### src/rtl/t01_ai_pkg.sv
// Shared types and board constants for the AI move sequencer and its move decoder.
package t01_ai_pkg;

    localparam int unsigned NUM_COLS  = 10;
    localparam int unsigned NUM_ROTS  = 4;
    localparam int unsigned MOVE_ID_W = 6;
    localparam int unsigned COL_W     = 4;

    typedef enum logic [2:0] {
        StIdle,
        StLatch,
        StRotate,
        StRotGap,
        StShift,
        StShiftGap,
        StDrop,
        StDone
    } seq_state_t;

endpackage

### src/rtl/t01_move_decode.sv
// Combinational move-ID decoder: move_id = rot*NUM_COLS + col, split with a compare ladder.
module t01_move_decode #(
    parameter int unsigned NUM_COLS = t01_ai_pkg::NUM_COLS
) (
    input  logic [t01_ai_pkg::MOVE_ID_W-1:0] move_id,
    output logic                             valid,
    output logic [1:0]                       rot,
    output logic [t01_ai_pkg::COL_W-1:0]     col
);
    import t01_ai_pkg::*;

    localparam logic [MOVE_ID_W-1:0] Step1 = MOVE_ID_W'(1 * NUM_COLS);
    localparam logic [MOVE_ID_W-1:0] Step2 = MOVE_ID_W'(2 * NUM_COLS);
    localparam logic [MOVE_ID_W-1:0] Step3 = MOVE_ID_W'(3 * NUM_COLS);
    localparam logic [MOVE_ID_W-1:0] Step4 = MOVE_ID_W'(NUM_ROTS * NUM_COLS);

    always_comb begin
        valid = 1'b1;
        rot   = 2'd0;
        col   = '0;
        if (move_id < Step1) begin
            col = COL_W'(move_id);
        end else if (move_id < Step2) begin
            rot = 2'd1;
            col = COL_W'(move_id - Step1);
        end else if (move_id < Step3) begin
            rot = 2'd2;
            col = COL_W'(move_id - Step2);
        end else if (move_id < Step4) begin
            rot = 2'd3;
            col = COL_W'(move_id - Step3);
        end else begin
            valid = 1'b0;
        end
    end

endmodule

### src/rtl/t01_ai_move_sequencer.sv
// Converts one AI move ID into paced rotate/shift/drop pulses, shifting closed-loop on the
// live piece column and aborting when a new piece spawns or AI mode is switched off.
module t01_ai_move_sequencer #(
    parameter int unsigned GAP_CYCLES = 4,
    parameter int unsigned MAX_TRIES  = 12,
    parameter int unsigned NUM_COLS   = t01_ai_pkg::NUM_COLS,
    parameter bit          AUTO_DROP  = 1'b1
) (
    input  logic                             clk,
    input  logic                             reset_n,
    input  logic                             enable_i,
    input  logic                             done_ai_i,
    input  logic [t01_ai_pkg::MOVE_ID_W-1:0] move_id_i,
    input  logic [t01_ai_pkg::COL_W-1:0]     piece_col_i,
    input  logic                             new_piece_i,
    output logic                             rotate_r_o,
    output logic                             left_o,
    output logic                             right_o,
    output logic                             drop_o,
    output logic                             busy_o,
    output logic                             done_o,
    output logic                             err_o
);
    import t01_ai_pkg::*;

    localparam int unsigned     GapW     = $clog2(GAP_CYCLES + 1);
    localparam int unsigned     TryW     = $clog2(MAX_TRIES + 1);
    localparam logic [GapW-1:0] GapLast  = GapW'(GAP_CYCLES - 1);
    localparam logic [TryW-1:0] TryMax   = TryW'(MAX_TRIES);
    localparam seq_state_t      EndState = AUTO_DROP ? StDrop : StDone;

    seq_state_t       state_q, state_d;
    logic             done_ai_q;
    logic [1:0]       rot_q, rot_d;
    logic [COL_W-1:0] tgt_q, tgt_d;
    logic [GapW-1:0]  gap_q, gap_d;
    logic [TryW-1:0]  try_q, try_d;
    logic             err_d;
    logic             rotate_d, left_d, right_d, drop_d, busy_d, done_d;

    logic             dec_valid;
    logic [1:0]       dec_rot;
    logic [COL_W-1:0] dec_col;

    logic start, abort, gap_done, at_target, tries_out, shift_move;

    t01_move_decode #(
        .NUM_COLS (NUM_COLS)
    ) u_decode (
        .move_id (move_id_i),
        .valid   (dec_valid),
        .rot     (dec_rot),
        .col     (dec_col)
    );

    assign start      = (state_q == StIdle) && enable_i && done_ai_i && !done_ai_q;
    assign abort      = (state_q != StIdle) && (new_piece_i || !enable_i);
    assign gap_done   = gap_q >= GapLast;
    assign at_target  = piece_col_i == tgt_q;
    assign tries_out  = try_q >= TryMax;
    assign shift_move = (state_q == StShift) && !at_target && !tries_out;

    always_ff @(posedge clk or negedge reset_n) begin
        if (!reset_n) begin
            state_q    <= StIdle;
            done_ai_q  <= 1'b0;
            rot_q      <= '0;
            tgt_q      <= '0;
            gap_q      <= '0;
            try_q      <= '0;
            rotate_r_o <= 1'b0;
            left_o     <= 1'b0;
            right_o    <= 1'b0;
            drop_o     <= 1'b0;
            busy_o     <= 1'b0;
            done_o     <= 1'b0;
            err_o      <= 1'b0;
        end else begin
            state_q    <= state_d;
            done_ai_q  <= done_ai_i;
            rot_q      <= rot_d;
            tgt_q      <= tgt_d;
            gap_q      <= gap_d;
            try_q      <= try_d;
            rotate_r_o <= rotate_d;
            left_o     <= left_d;
            right_o    <= right_d;
            drop_o     <= drop_d;
            busy_o     <= busy_d;
            done_o     <= done_d;
            err_o      <= err_d;
        end
    end

    always_comb begin
        state_d = state_q;
        rot_d   = rot_q;
        tgt_d   = tgt_q;
        gap_d   = gap_q;
        try_d   = try_q;
        err_d   = err_o;
        if (abort) begin
            state_d = StIdle;
        end else begin
            unique case (state_q)
                StIdle: begin
                    if (start) state_d = StLatch;
                end
                StLatch: begin
                    if (!dec_valid) begin
                        err_d   = 1'b1;
                        state_d = StDone;
                    end else begin
                        err_d   = 1'b0;
                        rot_d   = dec_rot;
                        tgt_d   = dec_col;
                        try_d   = '0;
                        state_d = (dec_rot != 2'd0) ? StRotate : StShift;
                    end
                end
                StRotate: begin
                    rot_d   = (rot_q != 2'd0) ? rot_q - 2'd1 : 2'd0;
                    gap_d   = '0;
                    state_d = StRotGap;
                end
                StRotGap: begin
                    if (gap_done) state_d = (rot_q != 2'd0) ? StRotate : StShift;
                    else          gap_d   = gap_q + 1'b1;
                end
                StShift: begin
                    if (at_target) begin
                        state_d = EndState;
                    end else if (tries_out) begin
                        err_d   = 1'b1;
                        state_d = EndState;
                    end else begin
                        try_d   = try_q + 1'b1;
                        gap_d   = '0;
                        state_d = StShiftGap;
                    end
                end
                StShiftGap: begin
                    if (gap_done) state_d = StShift;
                    else          gap_d   = gap_q + 1'b1;
                end
                StDrop:  state_d = StDone;
                StDone:  state_d = StIdle;
                default: state_d = StIdle;
            endcase
        end
    end

    // Pulses are registered from the current state, so an abort in the same cycle kills them.
    always_comb begin
        rotate_d = !abort && (state_q == StRotate);
        left_d   = !abort && shift_move && (piece_col_i > tgt_q);
        right_d  = !abort && shift_move && (piece_col_i < tgt_q);
        drop_d   = !abort && (state_q == StDrop);
        done_d   = !abort && (state_q == StDone);
        busy_d   = !(state_d inside {StIdle, StDone});
    end

endmodule
### config.mk
export PLATFORM = sky130hd
export DESIGN_NAME = t01_ai_move_sequencer
export DESIGN_NICKNAME = d
export VERILOG_FILES = /design/src/rtl/t01_ai_pkg.sv /design/src/rtl/t01_move_decode.sv /design/src/rtl/t01_ai_move_sequencer.sv
export SDC_FILE = /design/constraint.sdc
export NUM_CORES = 1
export LEC_CHECK = 0
export ABC_CLOCK_PERIOD_IN_PS = 3000
export BUFFER_PORTS_ARGS = -buffer_cell sky130_fd_sc_hd__buf_2
export CORE_ASPECT_RATIO = 0.7
export CORE_MARGIN = 3
export CORE_UTILIZATION = 55
export CTS_CLUSTER_DIAMETER = 40
export DETAILED_ROUTE_END_ITERATION = 8
export PLACE_DENSITY = 0.77
export REMOVE_ABC_BUFFERS = 1
export SETUP_SLACK_MARGIN = 0.3
export SKIP_LAST_GASP = 1
export SYNTH_ARGS = -nofsm -noshare
export SYNTH_HDL_FRONTEND = slang
export SYNTH_SLANG_ARGS = --single-unit
### constraint.sdc
create_clock -name clk -period 3 [get_ports clk]
set_input_delay 0 -clock clk [delete_from_list [all_inputs] [get_ports clk]]
set_output_delay 0 -clock clk [all_outputs]
set_load 0.05 [all_outputs]
After elaboration in Yosys (flattened, before gate mapping). Index checks and enable logic that the tools add are counted.

Flip-flop bits (word level): 24. Logic and storage cells: 113. Output and inout bits: 7.

Mux-type cells: 37. Bitwise operators: 1. Add/sub/neg operators: 6. Equality and inequality tests: 14. Magnitude comparators: 8. Reduce and logical (&&, ||, !) cells: 34.

Operators with widths (number): two-way mux 3 bit (10); two-way mux 4 bit (7); case mux 3 bit (8 select lines) (1); two-way mux 2 bit (8); == test 3 bit, second input constant (5); logical AND 1 bit (12); less-than comparator 6 x 5 -> 1 bit, second input constant (2); inequality test 2 bit, second input constant (5); AND reduction 5 bit (2); nonzero test 2 bit (5); case mux 3 bit (3 select lines) (1); case mux 4 bit (2 select lines) (1); subtractor 4 bit, second input constant (2); two-way mux 1 bit (7); == test 3 x 2 -> 1 bit, second input constant (2); zero test 1 bit (6); zero test 3 bit (2); less-than comparator 6 x 4 -> 1 bit, second input constant (1); less-than comparator 6 bit, second input constant (1); AND reduction 3 bit (2); nonzero test 3 bit (2); adder 4 x 1 -> 4 bit, second input constant (1); == test 4 bit (1); >= comparator 4 bit, second input constant (1); 13 further kinds (13).

Depth between registers and ports, before layout.
Depth in word-level cells: 13. Gate-level depth with buffers: 9.

By module. Synthesis repeated with hierarchy kept, for this count alone.

Cell total of the unflattened synthesis: 182. Area, all modules: 1644.1 sq um.

By module, submodules not included: t01_ai_move_sequencer (sequential area each 600.6 sq um, cells an instance 140, instances 1, area an instance 1358.8 sq um); t01_move_decode (sequential area each 0.0 sq um, cells an instance 42, instances 1, area an instance 285.3 sq um).

Least setup slack after synthesis. OpenSTA, ideal clock, no wires.

Kind: reg-to-reg. From: register gap_q[0]. To: register gap_q[0]. Arrival time: 1.942 ns. Cell stages (with the launch flop): 7. Clock period less this slack: 2.067 ns. Path slack: 0.933 ns. Path buffers: 0. Cell sequence: dfrtp_1 ha_1 ha_1 a211oi_2 o21ai_1 a2111oi_4 mux2_2.

Word-level cells in the longest chain between the ends: 3. Elaborated cells on any way between the ends: 6.

Ends and longest elaborated chain: from (decl) (line t01_ai_move_sequencer.sv:36) `logic [GapW-1:0] gap_q, gap_d;`; from (signal assigned) (line t01_ai_move_sequencer.sv:83) `gap_q <= gap_d;`; adder 3 x 1 -> 3 bit or >= comparator 3 x 2 -> 1 bit (tied branches) (line t01_ai_move_sequencer.sv:128, t01_ai_move_sequencer.sv:144, t01_ai_move_sequencer.sv:58); two-way mux 3 bit or inequality test 2 bit (tied branches); case mux 3 bit (3 select lines) or AND reduction 5 bit (tied branches).

Several ways; a longest one is shown, not always the timed one. The select of a mux whose other input is x is not followed. A chain may end at the register's enable or synchronous reset.

Worst setup path in the final report. Ends and elaborated chain as after synthesis.

==> reports/metrics.cfg <==
[status]
status=complete, no violations

[timing]
setup-tns-final_ps=0
drv_slew=0
slew_headroom_pct=56.87
setup_viol=0
tightest_slew_ps=647.0
timing.final.ws_setup_ps=653.1
rsz0062_at_grt=no
fmax_mhz=426.1
period_share_pct=78.23
final.setup_skew_ps=3.154
min_period_ps=2347
whs_ps=99.73
finalHoldViolCount=0

[drt]
routed-via-count=1547
final_antenna_net_count=0
via_per_inst=6.067
route.detailed.drc=0
wl_per_cell_um=16.05
wl_mm=4.093
drtPass1Iterations=4
first_iter_violations=162

[clocking]
numCtsBuffers=3
cts_tree=built
clk_pin_slew_ps=90
clock_sinks=24
ctsHoldBuffers=3
ctsResizeCount=0
cts_root_buf=clkbuf_8
insertion_delay_ps=270
clockBufferDepth=2
cts_setup_buffers=0
htree_num_levels=1

[worst_setup_path]
end_kind=register
required_ps=3160
cp_common_cell=ha_1
crit_fanout=5
crit_chain=ha_1 -> ha_1 -> a211oi_2 -> a21oi_1 -> o21a_1 -> a2111oi_4 -> mux2_2
path_class=register to register
cp.arrival_ps=2510
crit_path_top_delay_cell=dfrtp_1
cpPeakStageDelay_ps=450
start_kind=register

[layout]
multi_input_area_um2=1033
antenna_cells=0
drive_gt1_share_pct=17.81
final_cell_area_um2=1964
seqCellArea_um2=600.6
nNetsFinal=250
syn_to_final_growth_pct=12.95
fin_cells=255
fillCellCount=229

[floorplan]
rows=16
io-pin-count=22
die_h_um=53.05
die_w_um=73.21
start_util_pct=59.91
core-area_um2=2903
die_area_um2=3884

[global_routing]
busiest_layer=met2
grtUsageTotal_pct=22.47
grt_pass1_vias=1467
antenna_found_initial=0
grt_pass1_wl_mm=6.672
use_met1_pct=30.30
grt_overflow=0
met3_usage_pct=4.934
met2_usage_pct=36.05
grt_max_degree=25

[pwr]
powerDensity_nw_per_um2=832.3
seqPwrFrac_pct=32.9
ir_worst_vdd_mv=0.3525
p_sw_mw=0.7099
total_leakage_power_nw=0.9345
clock_power_share_pct=17.8
swShare_pct=43.42
p_int_mw=0.9250
combPwrFrac_pct=49.2

[synthesis]
synthArstFlopShare_pct=100.0
ys_seq_elements=24
synth.avg_cell_area_um2=8.919
synth_common_cells=24 x dfrtp_1, 18 x nor2_1, 16 x nand2_1
yosysMostFrequentCell=dfrtp_1
synth_top_area_share_pct=34.53
syn_area_um2=1739
synth_area_leaders=dfrtp_1 35%, ha_1 11%, nor2_1 3.9%
synth_edf_count=0
yosysTopAreaCell=dfrtp_1
ys_warn_count=0
yosysSeqAreaShare_pct=34.53
syn_inst=195
ys.flop_type=dfrtp_1
ys_types=51

[placement]
placed_cells=248
routabilityCongestion=0.8727
place_worst_setup_slack_ps=709.6
place_hpwl_mm=2.950
dpl-instance-area_um2=1863
portBuffers=21

[flow_run]
cap_violations=0

[hold_path]
min-delay-path-class=input pin to register

-- critical path: cells and delay by family (launching register included) --
kind | cells | cell delay (ps)
DFF | 1 | 450
muxes | 1 | 390
AOI/OAI and AO/OA | 4 | 950
adders and majority gates | 2 | 440
-- sequential cells by signal, indices dropped and copies added, names as in the netlist --
name / count
done_o: 1
done_ai_q: 1
rot_q: 2
tgt_q: 4
right_o: 1
gap_q: 3
state_q: 3
err_o: 1
rotate_r_o: 1
try_q: 4
left_o: 1
busy_o: 1
drop_o: 1
-- through the flow --
step           total power [mW]  utilization (%)
6_report                  1.635            67.67
5_1_grt                   1.749            67.67
4_1_cts                   1.618            67.67
3_5_place_dp              1.319            64.18
3_3_place_gp              1.273            64.18
2_1_floorplan             1.113                -
-- cell type report --
cell class	count	share of cell area, %
Clock buffer	3	2.102
Clock inverter	1	1.529
Inverter	17	3.248
Multi-Input combinational cell	148	52.61
Sequential cell	24	30.57
Tap cell	36	2.293
Timing Repair Buffer	26	7.643
-- worst paths after layout --
check / startpoint / endpoint / slack (ps) / cells past startpoint
worst max register to register: gap_q[0] / gap_q[0] / 650 / 7
min in group asynchronous: reset_n / try_q[1] / 240 / 2
worst min register to register: err_o / err_o / 500 / 1
max in group asynchronous: reset_n / gap_q[2] / 2380 / 2
worst min-delay path: piece_col_i[3] / left_o / 100 / 4
worst max-delay path: gap_q[0] / gap_q[0] / 650 / 7
-- per-layer routing --
| metal | part of all wire (%) | up-vias |
|---|---|---|
| met3 | 7.8 | 6 |
| li1 | - | 748 |
| met5 | 0 | - |
| met4 | 0.93 | 0 |
| met2 | 45 | 69 |
| met1 | 46 | 724 |
-- power by group through the flow --
stage	Clock (mW)	Sequential (mW)	Combinational, mW
finish	0.292	0.538	0.805
global route	0.305	0.552	0.892
CTS	0.296	0.533	0.790
detailed placement	0	0.538	0.781
global placement	0	0.528	0.745
floorplan	0	0.595	0.518
-- kinds of logic after synthesis --
kind of cell	Yosys count	synth area share (%)
AOI/OAI and AO/OA	55	23.24
xor gates and xnor gates	1	0.5037
muxes	6	3.741
adders and majority gates	15	10.79
buffers and inverters	23	6.043
DFF	24	34.53
and+or+nand+nor	71	21.15
-- cell usage in the layout (no fill, tap or decap), types with 2 or more instances in the layout --
cell           netlist  routed
a211o_1              3       3
a21oi_1              9       9
a22oi_1              3       3
and3_1               3       3
buf_2                3      21
buf_4                2       2
clkbuf_8             0       3
dfrtp_1             24      24
dlygate4sd3_1        0       3
ha_1                15      15
inv_1               15      15
inv_2                2       2
mux2_2               4       4
mux2i_1              2       2
nand2_1             16      16
nand2b_1             7       7
nand3_1              2       2
nand3b_1             2       2
nand4_1              2       2
nand4b_1             2       2
nor2_1              18      18
nor2b_1              6       6
nor3_1               5       5
o211ai_1             2       2
o21a_1               3       3
o21ai_0             13      13
o21ai_1              3       3
o22ai_1              2       2
or3_1                3       3
(Power assumes the default switching activity.)
